$ cat src/rtl/fetch_stage_pkg.sv
// Shared fetch/decode/BIOS constants and the fetch FSM state encoding.
// Latency: n/a (types and constants only).
// Backpressure: n/a.
package fetch_stage_pkg;

  localparam int         FETCH_PC_WIDTH    = 26;
  localparam int         FETCH_BIOS_SIZE   = 51;
  localparam logic [5:0] FETCH_HALT_OPCODE = 6'b111111;

  // Opcode field bounds within a 32-bit instruction word.
  localparam int OPCODE_MSB = 31;
  localparam int OPCODE_LSB = 26;

  typedef enum logic [1:0] {
    FETCH_BOOT   = 2'd0,
    FETCH_RUN    = 2'd1,
    FETCH_HALTED = 2'd2
  } fetch_state_t;

endpackage

$ cat src/rtl/fetch_ctrl.sv
// Fetch FSM and next-PC mux: picks the instruction source and decides load/bubble/hold per edge.
// Latency: pc and state update on the edge; load/bubble are combinational for the same edge.
// Backpressure: stall holds pc and state; redirect overrides stall; halt/fault only act on unstalled fetches.
//
// Ports: clock/reset (sync, active-high); stall, redirect, redirect_pc from downstream;
// bios_instr/mem_instr read data for pc; pc, fetch_word (selected source), load/bubble
// (output-register control), bios_mode, halted, fault (all registered).
module fetch_ctrl
  import fetch_stage_pkg::*;
#(
  parameter int         PC_WIDTH    = FETCH_PC_WIDTH,
  parameter int         BIOS_SIZE   = FETCH_BIOS_SIZE,
  parameter logic [5:0] HALT_OPCODE = FETCH_HALT_OPCODE
) (
  input  logic                clock,
  input  logic                reset,
  input  logic                stall,
  input  logic                redirect,
  input  logic [PC_WIDTH-1:0] redirect_pc,
  input  logic [31:0]         bios_instr,
  input  logic [31:0]         mem_instr,
  output logic [PC_WIDTH-1:0] pc,
  output logic [31:0]         fetch_word,
  output logic                load,
  output logic                bubble,
  output logic                bios_mode,
  output logic                halted,
  output logic                fault
);

  fetch_state_t        state;
  fetch_state_t        state_nxt;
  logic [PC_WIDTH-1:0] pc_nxt;
  logic                fault_set;
  logic                is_halt;
  logic                out_of_range;

  assign fetch_word   = (state == FETCH_BOOT) ? bios_instr : mem_instr;
  assign is_halt      = (fetch_word[OPCODE_MSB:OPCODE_LSB] == HALT_OPCODE);
  assign out_of_range = (pc >= PC_WIDTH'(BIOS_SIZE));

  always_comb begin
    state_nxt = state;
    pc_nxt    = pc;
    fault_set = 1'b0;
    load      = 1'b0;
    bubble    = 1'b0;
    case (state)
      FETCH_BOOT: begin
        if (redirect) begin
          pc_nxt = redirect_pc;
          bubble = 1'b1;
        end else if (!stall) begin
          // Range check first: the BIOS word at an invalid address is meaningless.
          if (out_of_range) begin
            fault_set = 1'b1;
            state_nxt = FETCH_HALTED;
            bubble    = 1'b1;
          end else if (is_halt) begin
            // BIOS handoff: swallow the halt and restart at program address 0.
            state_nxt = FETCH_RUN;
            pc_nxt    = '0;
            bubble    = 1'b1;
          end else begin
            load   = 1'b1;
            pc_nxt = pc + PC_WIDTH'(1);
          end
        end
      end
      FETCH_RUN: begin
        if (redirect) begin
          pc_nxt = redirect_pc;
          bubble = 1'b1;
        end else if (!stall) begin
          // A program halt is still delivered to decode, then fetch stops.
          load   = 1'b1;
          pc_nxt = pc + PC_WIDTH'(1);
          if (is_halt) state_nxt = FETCH_HALTED;
        end
      end
      FETCH_HALTED: bubble = 1'b1;
      default: begin
        state_nxt = FETCH_HALTED;
        bubble    = 1'b1;
      end
    endcase
  end

  always_ff @(posedge clock) begin
    if (reset) begin
      state     <= FETCH_BOOT;
      pc        <= '0;
      fault     <= 1'b0;
      bios_mode <= 1'b1;
      halted    <= 1'b0;
    end else begin
      state     <= state_nxt;
      pc        <= pc_nxt;
      if (fault_set) fault <= 1'b1;
      bios_mode <= (state_nxt == FETCH_BOOT);
      halted    <= (state_nxt == FETCH_HALTED);
    end
  end

endmodule

$ cat src/rtl/fetch_stage.sv
// Instruction fetch: owns pc, selects BIOS/program source, registers one instruction per cycle to decode.
// Latency: instr_out valid one edge after pc presents its address; redirect/handoff insert one bubble.
// Backpressure: stall holds pc and the output register; redirect wins over stall.
//
// Ports: clock/reset (sync, active-high); stall, redirect, redirect_pc; bios_instr, mem_instr
// (combinational reads of pc); pc; instr_out/instr_pc/instr_valid to decode; bios_mode, halted,
// fault (sticky). Optional macro FETCH_ICOUNT_EN adds icount: saturating count of RUN fetches.
module fetch_stage
  import fetch_stage_pkg::*;
#(
  parameter int         PC_WIDTH    = FETCH_PC_WIDTH,
  parameter int         BIOS_SIZE   = FETCH_BIOS_SIZE,
  parameter logic [5:0] HALT_OPCODE = FETCH_HALT_OPCODE
) (
  input  logic                clock,
  input  logic                reset,
  input  logic                stall,
  input  logic                redirect,
  input  logic [PC_WIDTH-1:0] redirect_pc,
  input  logic [31:0]         bios_instr,
  input  logic [31:0]         mem_instr,
  output logic [PC_WIDTH-1:0] pc,
  output logic [31:0]         instr_out,
  output logic [PC_WIDTH-1:0] instr_pc,
  output logic                instr_valid,
  output logic                bios_mode,
  output logic                halted,
  output logic                fault
`ifdef FETCH_ICOUNT_EN
  ,
  output logic [31:0]         icount
`endif
);

  logic [31:0] fetch_word;
  logic        load;
  logic        bubble;

  fetch_ctrl #(
    .PC_WIDTH    (PC_WIDTH),
    .BIOS_SIZE   (BIOS_SIZE),
    .HALT_OPCODE (HALT_OPCODE)
  ) u_ctrl (
    .clock       (clock),
    .reset       (reset),
    .stall       (stall),
    .redirect    (redirect),
    .redirect_pc (redirect_pc),
    .bios_instr  (bios_instr),
    .mem_instr   (mem_instr),
    .pc          (pc),
    .fetch_word  (fetch_word),
    .load        (load),
    .bubble      (bubble),
    .bios_mode   (bios_mode),
    .halted      (halted),
    .fault       (fault)
  );

  // Fetch/decode pipeline register; neither load nor bubble means hold (stall).
  always_ff @(posedge clock) begin
    if (reset) begin
      instr_out   <= '0;
      instr_pc    <= '0;
      instr_valid <= 1'b0;
    end else if (load) begin
      instr_out   <= fetch_word;
      instr_pc    <= pc;
      instr_valid <= 1'b1;
    end else if (bubble) begin
      instr_valid <= 1'b0;
    end
  end

`ifdef FETCH_ICOUNT_EN
  // bios_mode/halted both low means the FSM is in RUN this cycle.
  always_ff @(posedge clock) begin
    if (reset) begin
      icount <= '0;
    end else if (load && !bios_mode && !halted && (icount != 32'hFFFF_FFFF)) begin
      icount <= icount + 32'd1;
    end
  end
`endif

endmodule

$ cat config.mk
export PLATFORM = sky130hd
export DESIGN_NAME = fetch_stage
export DESIGN_NICKNAME = d
export VERILOG_FILES = /design/src/rtl/fetch_stage_pkg.sv /design/src/rtl/fetch_ctrl.sv /design/src/rtl/fetch_stage.sv
export SDC_FILE = /design/constraint.sdc
export NUM_CORES = 1
export LEC_CHECK = 0
export CORE_MARGIN = 2
export CORE_UTILIZATION = 39
export DETAILED_ROUTE_END_ITERATION = 16
export PLACE_DENSITY = 0.76
export SLEW_MARGIN = 20
export SYNTH_ARGS = -nofsm -noshare
export SYNTH_HDL_FRONTEND = slang
export SYNTH_SLANG_ARGS = --single-unit
$ cat constraint.sdc
create_clock -name clock -period 2.2 [get_ports clock]
set_clock_uncertainty 0.2 [all_clocks]
set_input_delay 0.33 -clock clock [delete_from_list [all_inputs] [get_ports clock]]
set_output_delay 0.33 -clock clock [all_outputs]
set_load 0.01 [all_outputs]
# --- Word level (Yosys, flattened, before mapping) ---
# Index checks and enable logic that the tools add are counted.
word_totals:
  reg_bits: 90
  input_bits: 94
  out_inout_bits: 88
  word_cells: 57
op_classes:
  n_addsub: 1
  order_cmp: 1
  eq_ne: 7
  n_mux: 35
  reduce_logical: 5
op_table:
  columns: ["op", "n"]
  rows:
  - ["$mux 26", 6]
  - ["$pmux 26 s2", 1]
  - ["$mux 32", 1]
  - ["$add 26x1->26 const B", 1]
  - ["$ge 26x6->1 const B", 1]
  - ["$mux 1", 17]
  - ["$mux 2", 7]
  - ["$ne 3x3->1 const B", 3]
  - ["$eq 6x6->1 const B", 1]
  - ["$pmux 2 s3", 1]
  - ["$eq 2x2->1 const B", 2]
  - ["$logic_not 2->1", 2]
  - ["$pmux 1 s2", 2]
  - ["$reduce_and 4->1", 1]
  - ["$reduce_bool 2->1", 2]
  - ["$eq 2x1->1 const B", 1]

# --- Logic depth before layout (Yosys ltp) ---
# Gate-level depths: netlist of run 1.
logic_depth:
  ltp_word: 10
  depth_mapped: 10
  depth_no_buf: 7

# --- Modules after synthesis ---
# A second synthesis of run 1 with hierarchy kept.
hier_totals:
  hier_cells: 489
  area_unflattened_um2: 4470.5
modules_own_cells:
  columns: ["mod", "n_inst", "cells_per_inst", "area_per_inst_um2", "seq_area_each_um2"]
  rows:
  - ["fetch_ctrl", 1, 297, 2377.3, 620.6]
  - ["fetch_stage", 1, 192, 2093.3, 1181.1]

# --- Worst setup path after synthesis of run 1 ---
# Ideal clock, no wire load.
synth_timing:
  path_type: "register -> register"
  from: "register u_ctrl.state[0]"
  to: "register instr_pc[13]"
  setup_ns: 0.128
  t_arrival_ns: 1.838
  required_time_ns: 1.872
  slack_ns: 0.035
  stages_incl_launch_ff: 11
  n_path_buf: 4
  synth_period_minus_slack_ns: 2.165
  path_cell_list: "dfxtp_1 buf_2 or2_1 buf_4 mux2i_1 a211oi_2 o21a_1 buf_6 buf_6 mux2i_1 nor2_1"
synth_via:
  elab_chain_len: 8
  word_cells_on_any_way: 9
  cone_classes: "eq/ne (2); mux (6); reduce/logical (1)"
synth_rtl:
  columns: ["element", "line_no", "rtl"]
  rows:
  - ["start, declared", "fetch_ctrl.sv:31", "fetch_state_t state;"]
  - ["start signal, assigned", "fetch_ctrl.sv:97", "state <= state_nxt;"]
  - ["$logic_not 2->1", "fetch_ctrl.sv:38, fetch_ctrl.sv:48", null]
  - ["$mux 32", "fetch_ctrl.sv:38", "assign fetch_word = (state == FETCH_BOOT) ? bios_instr : mem_instr;"]
  - ["$eq 6x6->1", "fetch_ctrl.sv:39", "assign is_halt = (fetch_word[OPCODE_MSB:OPCODE_LSB] == HALT_OPCODE);"]
  - ["$mux 1", "fetch_ctrl.sv:59", "end else if (is_halt) begin"]
  - ["$mux 1", "fetch_ctrl.sv:55", "if (out_of_range) begin"]
  - ["$mux 1", "fetch_ctrl.sv:53", "end else if (!stall) begin"]
  - ["$mux 1", "fetch_ctrl.sv:50", "if (redirect) begin"]
  - ["$pmux 1 s2 (*)", "fetch_ctrl.sv:48", "case (state)"]
  - ["end signal, assigned", "fetch_stage.sv:68", "instr_pc <= pc;"]
  - ["end, declared", "fetch_stage.sv:24", "output logic [PC_WIDTH-1:0] instr_pc,"]
# Every way passes the cells marked *; elsewhere a longest branch is shown, timed or not.
# A chain may end at the register's enable or synchronous reset.

# --- Final worst setup path of run 1 ---
layout_timing:
  from: "register u_ctrl.pc[1]"
  to: "register u_ctrl.pc[15]"
layout_via:
  elab_chain_len: 6
  word_cells_on_any_way: 11
  cone_classes: "add/sub (1); order compare (1); eq/ne (1); mux (7); reduce/logical (1)"
layout_rtl:
  columns: ["element", "line_no", "rtl"]
  rows:
  - ["start, declared", "fetch_ctrl.sv:22", "output logic [PC_WIDTH-1:0] pc,"]
  - ["start signal, assigned", "fetch_ctrl.sv:98", "pc <= pc_nxt;"]
  - ["$add 26x1->26", "fetch_ctrl.sv:66, fetch_ctrl.sv:77", null]
  - ["$mux 26", "fetch_ctrl.sv:59", null]
  - ["$mux 26", "fetch_ctrl.sv:55", null]
  - ["$mux 26", "fetch_ctrl.sv:53", null]
  - ["$mux 26", "fetch_ctrl.sv:50", null]
  - ["$pmux 26 s2", "fetch_ctrl.sv:48", null]
# Several ways; a longest one is shown, not always the timed one. The select of a mux whose other input is x is not followed.

==> load_flow_metrics.sql, run 1 <==
INSERT INTO impl_metrics (metric_group, metric, value, unit) VALUES
('cells_and_area', 'area_delta_synth_final', '65.5', '%'),
('clock_tree', 'clock_tree.htree_level_count', '3', ''),
('grt', 'via_count_of_the_first_global_routing_pass', '5039', ''),
('clock_tree', 'tritoncts', 'done', ''),
('grt', 'global_route_wire_length_before_repair', '24800', 'um'),
('worst_setup_path', 'worstSetupStartpointType', 'flip-flop', ''),
('power_and_ir_drop', 'power_switching', '1.34', 'mW'),
('status', 'violated_checks', 'setup timing', ''),
('die', 'die_x', '111', 'um'),
('yosys', 'post_synth_inst_count', '529', ''),
('worst_setup_path', 'ff2ff_setup_slack', '-20', 'ps'),
('worst_setup_path', 'crit_required', '2270', 'ps'),
('clock_tree', 'clock_path_buffers', '2', ''),
('clock_tree', 'clock_tree.root_cell', 'clkbuf_16', ''),
('power_and_ir_drop', 'cell_internal_pwr', '3.30', 'mW'),
('power_and_ir_drop', 'seqPwrFrac', '38.8', '%'),
('yosys', 'synth_seq_cells', '90', ''),
('timing', 'hold_ws', '160', 'ps'),
('min_path', 'hold_path_class', 'in -> reg', ''),
('yosys', 'seq_area_frac_synth', '40.1', '%'),
('worst_setup_path', 'endpoint_kind', 'flip-flop', ''),
('yosys', 'synth.avg_cell_area', '8.49', 'um2'),
('timing', 'final_period_minus_worst_setup_slack', '2220', 'ps'),
('grt', 'sum_of_overflow_across_all_layers_after_global_routing', '0', ''),
('route', 'routed-via-count', '5040', ''),
('route', 'top_layer_used', 'met4', ''),
('clock_tree', 'cts_buffers', '9', ''),
('grt', 'antenna_violations_before_repair', '0', ''),
('timing', 'grt_setup_unrepaired', 'true', ''),
('route', 'via_per_inst', '5.61', ''),
('die', 'top_level_ports', '182', ''),
('status', 'outcome', 'finished with violations', ''),
('route', 'routed-wl-met2', '7470', 'um'),
('power_and_ir_drop', 'power.switching_fraction', '28.8', '%'),
('yosys', 'net_count_after_synthesis', '624', ''),
('clock_tree', 'clk-insertion-delay-late', '340', 'ps'),
('timing', 'hold_violations', '0', ''),
('timing', 'post-route-period-util', '101', '%'),
('route', 'drt_wl_total', '15700', 'um'),
('worst_setup_path', 'worstSetupStartpoint', 'u_ctrl.pc[1]$_SDFFE_PP0P_', ''),
('worst_setup_path', 'library_cell_appearing_most_often_on_the_critical_path', 'nor2_1', ''),
('route', 'wl_per_cell', '17.5', 'um'),
('die', 'floorplan.initialDensity', '39.7', '%'),
('yosys', 'synth-edff-count', '0', ''),
('power_and_ir_drop', 'pwr-share-comb', '29.1', '%'),
('worst_setup_path', 'crit_slowest_cell', 'dfxtp_4', ''),
('yosys', 'postSynth.topFlopCell', 'dfxtp_1', ''),
('worst_setup_path', 'endpoint', 'u_ctrl.pc[15]$_SDFFE_PP0P_', ''),
('die', 'core.rowCount', '39', ''),
('worst_setup_path', 'worstPathCellList', 'ha_4 > nor3_2 > o211ai_1 > nor2_1 > buf_4 > o31ai_4 > buf_6 > clkbuf_16 > a221oi_2 > nor2_1', ''),
('timing', 'finalSetupViolCount', '6', ''),
('run', 'max_cap_viol_count', '0', ''),
('cells_and_area', 'final.fill_count', '916', ''),
('cells_and_area', 'design.final.nets', '848', ''),
('timing', 'max_slew.worst_pin.slew', '609', 'ps'),
('route', 'm1WireLength', '6350', 'um'),
('timing', 'maxSlewHeadroom', '59.2', '%'),
('cells_and_area', 'layout.cells.most_common_list', '180 x clkdlybuf4s50_1, 95 x nand2_1, 85 x dfxtp_1', ''),
('yosys', 'post_synth_num_cell_types', '48', ''),
('yosys', 'async_reset_ff_share', '0', '%'),
('timing', 'max_freq', '0.450', 'GHz'),
('route', 'detail_route.drc_violations', '0', ''),
('timing', 'setup_slack', '-23.7', 'ps'),
('power_and_ir_drop', 'share_clk_of_total_power', '32.2', '%'),
('placed_design', 'gp_congestion', '0.885', ''),
('die', 'dieArea', '12400', 'um2'),
('yosys', 'yosysWarnings', '0', ''),
('route', 'wl_met3', '1540', 'um'),
('clock_tree', 'clkSinkCount', '90', ''),
('worst_setup_path', 'count_of_cells_along_the_worst_register_to_register_path', '10', ''),
('worst_setup_path', 'critical_path_class', 'reg -> reg', '');
==> layer usage <==
metal / global-route usage (%) / vias up
li1: - / 2353
met1: 29.5 / 2384
met2: 40.6 / 270
met3: 8.53 / 33
met4: 6.26 / 0
met5: 0 / -
==> flip-flops by register name, indices dropped and copies added (netlist names) <==
name	flops
instr_valid	1
instr_pc	26
u_ctrl.bios_mode	1
u_ctrl.halted	1
u_ctrl.pc	26
u_ctrl.fault	1
instr_out	32
u_ctrl.state	2
==> what timing repair did <==
action | in CTS | in global routing
endpoints found under the setup margin | 66 | 82
gates resized for setup | 6 | 39
gates cloned | 1 | 3
endpoints found under the hold margin | 0 | 0
setup buffers | 1 | 7
hold buffers | 0 | 0
pin swaps | 3 | 29
==> cells by family (layout without fill, tap and decap cells) <==
kind of cell | after synthesis | count (layout) | share of synthesized area, %
flip-flops | 90 | 90 | 40.1
AO/OA/AOI/OAI | 126 | 126 | 24.6
buffers and inverters | 49 | 276 | 5.99
adder cells (fa/ha/maj) | 1 | 1 | 0.279
XOR/XNOR | 4 | 4 | 0.780
AND/OR/NAND/NOR | 231 | 231 | 22.0
multiplexers | 28 | 28 | 6.24
==> metrics by stage <==
stage	total power [mW]	area, um2	std cells	setup slack [ps]
floorplan	2.39	4490	529	34.6
global placement	2.99	6800	873	-165
detailed placement	3.01	6800	873	-240
CTS	4.53	7140	889	-12.2
global route	4.83	7430	899	-100
finish	4.63	7430	899	-23.7
==> power by group through the flow <==
stage	clock [mW]	combinational, mW	sequential (mW)
3_3_place_gp	0	1.17	1.81
4_1_cts	1.52	1.23	1.79
3_5_place_dp	0	1.20	1.82
5_1_grt	1.59	1.44	1.80
2_1_floorplan	0	0.501	1.89
6_report	1.49	1.35	1.80
==> how the worst min path moves through the flow <==
stage / start / end / slack (ps) / depth (start not counted)
6_report: reset / instr_pc[4]$_SDFFE_PP0P_ / 160 / 2
5_1_grt: reset / instr_pc[16]$_SDFFE_PP0P_ / 170 / 2
4_1_cts: reset / instr_pc[4]$_SDFFE_PP0P_ / 150 / 2
3_5_place_dp: u_ctrl.fault$_SDFFE_PP0P_ / u_ctrl.fault$_SDFFE_PP0P_ / 270 / 2
3_3_place_gp: u_ctrl.fault$_SDFFE_PP0P_ / u_ctrl.fault$_SDFFE_PP0P_ / 270 / 2
2_1_floorplan: u_ctrl.fault$_SDFFE_PP0P_ / u_ctrl.fault$_SDFFE_PP0P_ / 300 / 2
==> final cells by class <==
class | count | area, um2 | area share [%]
Clock buffer | 11 | 233 | 3.13
Clock inverter | 3 | 42.5 | 0.572
Inverter | 7 | 26.3 | 0.353
Multi-Input combinational cell | 390 | 2610 | 35.1
Sequential cell | 90 | 1810 | 24.4
Tap cell | 143 | 179 | 2.41
Timing Repair Buffer | 255 | 2530 | 34.1
==> critical path, delay by kind of cell (launching register included) <==
| family | cells | cell delay, ps |
|---|---|---|
| AO/OA/AOI/OAI | 3 | 640 |
| buffers and inverters | 3 | 490 |
| flip-flops | 1 | 370 |
| AND/OR/NAND/NOR | 3 | 300 |
| adder cells (fa/ha/maj) | 1 | 150 |
==> synthesized netlist by cell type (all sizes together), types with 2 or more instances <==
cell type | number | share of area [%]
o31a | 2 | 0.39
xnor2 | 3 | 0.59
buf | 17 | 3.3
nand3 | 14 | 1.6
a221oi | 5 | 0.97
o41ai | 2 | 0.39
a311oi | 33 | 11
o31ai | 7 | 1.2
o21ai | 22 | 2.5
nor3 | 8 | 0.89
nand2 | 95 | 7.9
nand4 | 5 | 0.70
inv | 6 | 0.50
a22oi | 3 | 0.50
a32o | 7 | 1.6
nor2 | 83 | 6.9
or2 | 3 | 0.42
nor4 | 8 | 1.1
and3 | 6 | 0.84
mux2i | 28 | 6.2
o211ai | 3 | 0.50
and2 | 2 | 0.28
dfxtp | 90 | 40
a21oi | 28 | 3.1
clkbuf | 25 | 2.1
o32ai | 6 | 1.2
a211oi | 4 | 0.78
and4 | 2 | 0.39
Note: power is estimated with default switching activity, not from simulation.
==> run 2: changes to the inputs <==
--- a/config.mk
+++ b/config.mk
@@ -5,9 +5,11 @@
 export SDC_FILE = /design/constraint.sdc
 export NUM_CORES = 1
 export LEC_CHECK = 0
+export CORE_ASPECT_RATIO = 1.1
 export CORE_MARGIN = 2
 export CORE_UTILIZATION = 39
 export DETAILED_ROUTE_END_ITERATION = 16
+export HOLD_SLACK_MARGIN = 0.02
 export PLACE_DENSITY = 0.76
 export SLEW_MARGIN = 20
 export SYNTH_ARGS = -nofsm -noshare
==> run 2 against run 1 <==
Net effect:
- the flow still finishes with violations (setup timing)
- largest power group unchanged
- via count is 3.1% higher
- utilization up 3.3 points
- critical path type is now in -> reg
- global-route usage rose by 0.81 points
- clock power increased by 7%
- largest cell class is now non-clock buffers
- flip-flop and latch count unchanged
- maximum frequency is 2.3% lower
- clock-buffer cell count down 1
==> load_flow_metrics.sql, run 2 (same netlist as run 1, synthesis figures left out) <==
INSERT INTO impl_metrics (metric_group, metric, value, unit) VALUES
('timing', 'post-route-period-util', '103', '%'),
('route', 'top_layer_used', 'met4', ''),
('worst_setup_path', 'crit_reg_reg_startpoint', 'u_ctrl.pc[17]$_SDFFE_PP0P_', ''),
('placed_design', 'port-buffer-count', '181', ''),
('die', 'top_level_ports', '182', ''),
('worst_setup_path', 'worstPathCellList', 'clkdlybuf4s50_1 > nand4_1 > mux2i_2 > a211oi_4 > o21a_4 > buf_12 > buf_4 > clkbuf_16 > a311oi_2', ''),
('worst_setup_path', 'worstSetupStartpoint', 'mem_instr[27]', ''),
('power_and_ir_drop', 'pwr_density_cell', '618', 'nW/um2'),
('clock_tree', 'tritoncts', 'done', ''),
('placed_design', 'preCtsSetupSlack', '-238', 'ps'),
('run', 'max_cap_viol_count', '0', ''),
('power_and_ir_drop', 'p_leak', '2.86', 'nW'),
('route', 'via_per_inst', '5.57', ''),
('grt', 'via_count_of_the_first_global_routing_pass', '5077', ''),
('route', 'drtPass1Iterations', '5', ''),
('timing', 'setup_tns', '-2240', 'ps'),
('placed_design', 'place.detailed.hpwl', '10900', 'um'),
('worst_setup_path', 'worst_ep_arrival_time', '2330', 'ps'),
('worst_setup_path', 'crit_required', '2250', 'ps'),
('timing', 'maxSlewHeadroom', '57.0', '%'),
('cells_and_area', 'antenna_cells', '0', ''),
('timing', 'finalSetupViolCount', '54', ''),
('min_path', 'min_from', 'reset', ''),
('die', 'dieArea', '12400', 'um2'),
('die', 'die_x', '106', 'um'),
('cells_and_area', 'mostFrequentLayoutCell', 'clkdlybuf4s50_1', ''),
('route', 'drt_wl_total', '16800', 'um'),
('worst_setup_path', 'crit_slowest_cell', 'clkdlybuf4s50_1', ''),
('placed_design', 'placedCellCount', '887', ''),
('grt', 'global_route.usage.total', '24.9', '%'),
('route', 'routed-via-count', '5196', ''),
('timing', 'final_period_minus_worst_setup_slack', '2280', 'ps'),
('cells_and_area', 'layout.cells.most_common_list', '180 x clkdlybuf4s50_1, 95 x nand2_1, 84 x dfxtp_1', ''),
('clock_tree', 'clk_pin_slew', '70', 'ps'),
('power_and_ir_drop', 'highest_ir_drop_seen_on_vdd', '0.000484', 'V'),
('clock_tree', 'cts_hold_buf', '0', ''),
('placed_design', 'gp_congestion', '0.876', ''),
('cells_and_area', 'drive_above_1_share', '25.4', '%'),
('cells_and_area', 'area_delta_synth_final', '74.1', '%'),
('timing', 'max_freq', '0.439', 'GHz'),
('route', 'routed-wl-met2', '8500', 'um'),
('die', 'die_h', '117', 'um'),
('cells_and_area', 'finalNonFillerCells', '933', ''),
('route', 'wl_met3', '1200', 'um'),
('worst_setup_path', 'critical_path_class', 'in -> reg', ''),
('worst_setup_path', 'worstPathBufferInverterCount', '4', ''),
('grt', 'grt_max_degree', '44', ''),
('clock_tree', 'clkSinkCount', '90', ''),
('worst_setup_path', 'cpLargestDelayFamily', 'buffers and inverters', ''),
('die', 'coreArea', '11300', 'um2'),
('worst_setup_path', 'worst_path_largest_cell_delay', '520', 'ps'),
('timing', 'report.final.slew_viol_count', '0', ''),
('die', 'floorplan.initialDensity', '39.6', '%'),
('worst_setup_path', 'crit_path_max_fanout', '8', ''),
('clock_tree', 'clock_path_buffers', '2', ''),
('worst_setup_path', 'worstSetupStartpointType', 'primary input', ''),
('cells_and_area', 'reg_top3', 'instr_out x32, instr_pc x26, u_ctrl.pc x26', ''),
('grt', 'global_route_wire_length_before_repair', '24900', 'um'),
('cells_and_area', 'largest_register_ffs', '32', ''),
('route', 'm1WireLength', '6740', 'um'),
('timing', 'grt_setup_unrepaired', 'true', ''),
('status', 'outcome', 'finished with violations', ''),
('cells_and_area', 'design.final.nets', '873', ''),
('timing', 'hold_violations', '0', ''),
('min_path', 'hold_path_class', 'in -> reg', ''),
('clock_tree', 'clock_tree.root_cell', 'clkbuf_16', ''),
('status', 'violated_checks', 'setup timing', ''),
('timing', 'hold_ws', '82.9', 'ps'),
('timing', 'max_slew.worst_pin.slew', '645', 'ps'),
('route', 'ant_nets', '0', ''),
('clock_tree', 'clk-insertion-delay-late', '340', 'ps'),
('route', 'detail_route.drc_violations', '0', ''),
('route', 'drt_iter0_drc', '297', ''),
('clock_tree', 'cts_buffers', '9', ''),
('route', 'wl_per_cell', '18.0', 'um'),
('worst_setup_path', 'endpoint_kind', 'flip-flop', ''),
('grt', 'sum_of_overflow_across_all_layers_after_global_routing', '0', ''),
('clock_tree', 'clock_tree.htree_level_count', '3', ''),
('timing', 'setup_slack', '-75.5', 'ps'),
('die', 'core.rowCount', '41', ''),
('grt', 'antenna_violations_before_repair', '0', ''),
('cells_and_area', 'reg_with_most_ffs', 'instr_out', '');
## run 2: final cells by class
type | instances | area, um2
fillers | 855 | 3520
clock buffers | 10 | 239
inverters | 7 | 26.3
clock inverters | 6 | 65.1
repair buffers | 280 | 2830
well taps | 150 | 188
multi-input cells | 390 | 2660
flip-flops and latches | 90 | 1810
## run 2: where the power goes
group | leakage, nW | switching [mW] | total, mW | internal [mW]
Sequential | 0.733 | 0.0664 | 1.79 | 1.73
Combinational | 1.97 | 0.672 | 1.44 | 0.771
Clock | 0.149 | 0.680 | 1.59 | 0.915
Total | 2.86 | 1.42 | 4.83 | 3.41
## run 2: path summary, 6_finish.rpt
path                                endpoint  depth (start not counted)  slack [ps]
setup / recovery   instr_out[7]$_SDFFE_PP0P_                          9         -80
hold reg to reg    u_ctrl.fault$_SDFFE_PP0P_                          2         270
hold / removal    u_ctrl.pc[11]$_SDFFE_PP0P_                          2          80
setup reg to reg   instr_out[7]$_SDFFE_PP0P_                          8         -70
## run 2: timing repair
action	4_1_cts	5_1_grt
endpoints found under the hold margin	0	0
buffers inserted	10	14
setup endpoints to repair	81	82
gates cloned	3	4
resized for setup	14	55
pin swaps	6	31
## run 2: metrics by stage
step,utilization (%),cell area [um2],power (mW)
2_1_floorplan,-,4490,2.39
3_5_place_dp,60.6,6880,3.04
3_3_place_gp,60.6,6880,3.01
5_1_grt,69.0,7820,5.03
6_report,69.0,7820,4.83
4_1_cts,65.2,7400,4.70
## run 2: layer usage
layer  vias to the layer above  global-route usage, %
li1                       2409                      -
met1                      2497                   30.1
met2                       257                   44.0
met3                        33                   5.19
met4                         0                   9.04
met5                         -                      0
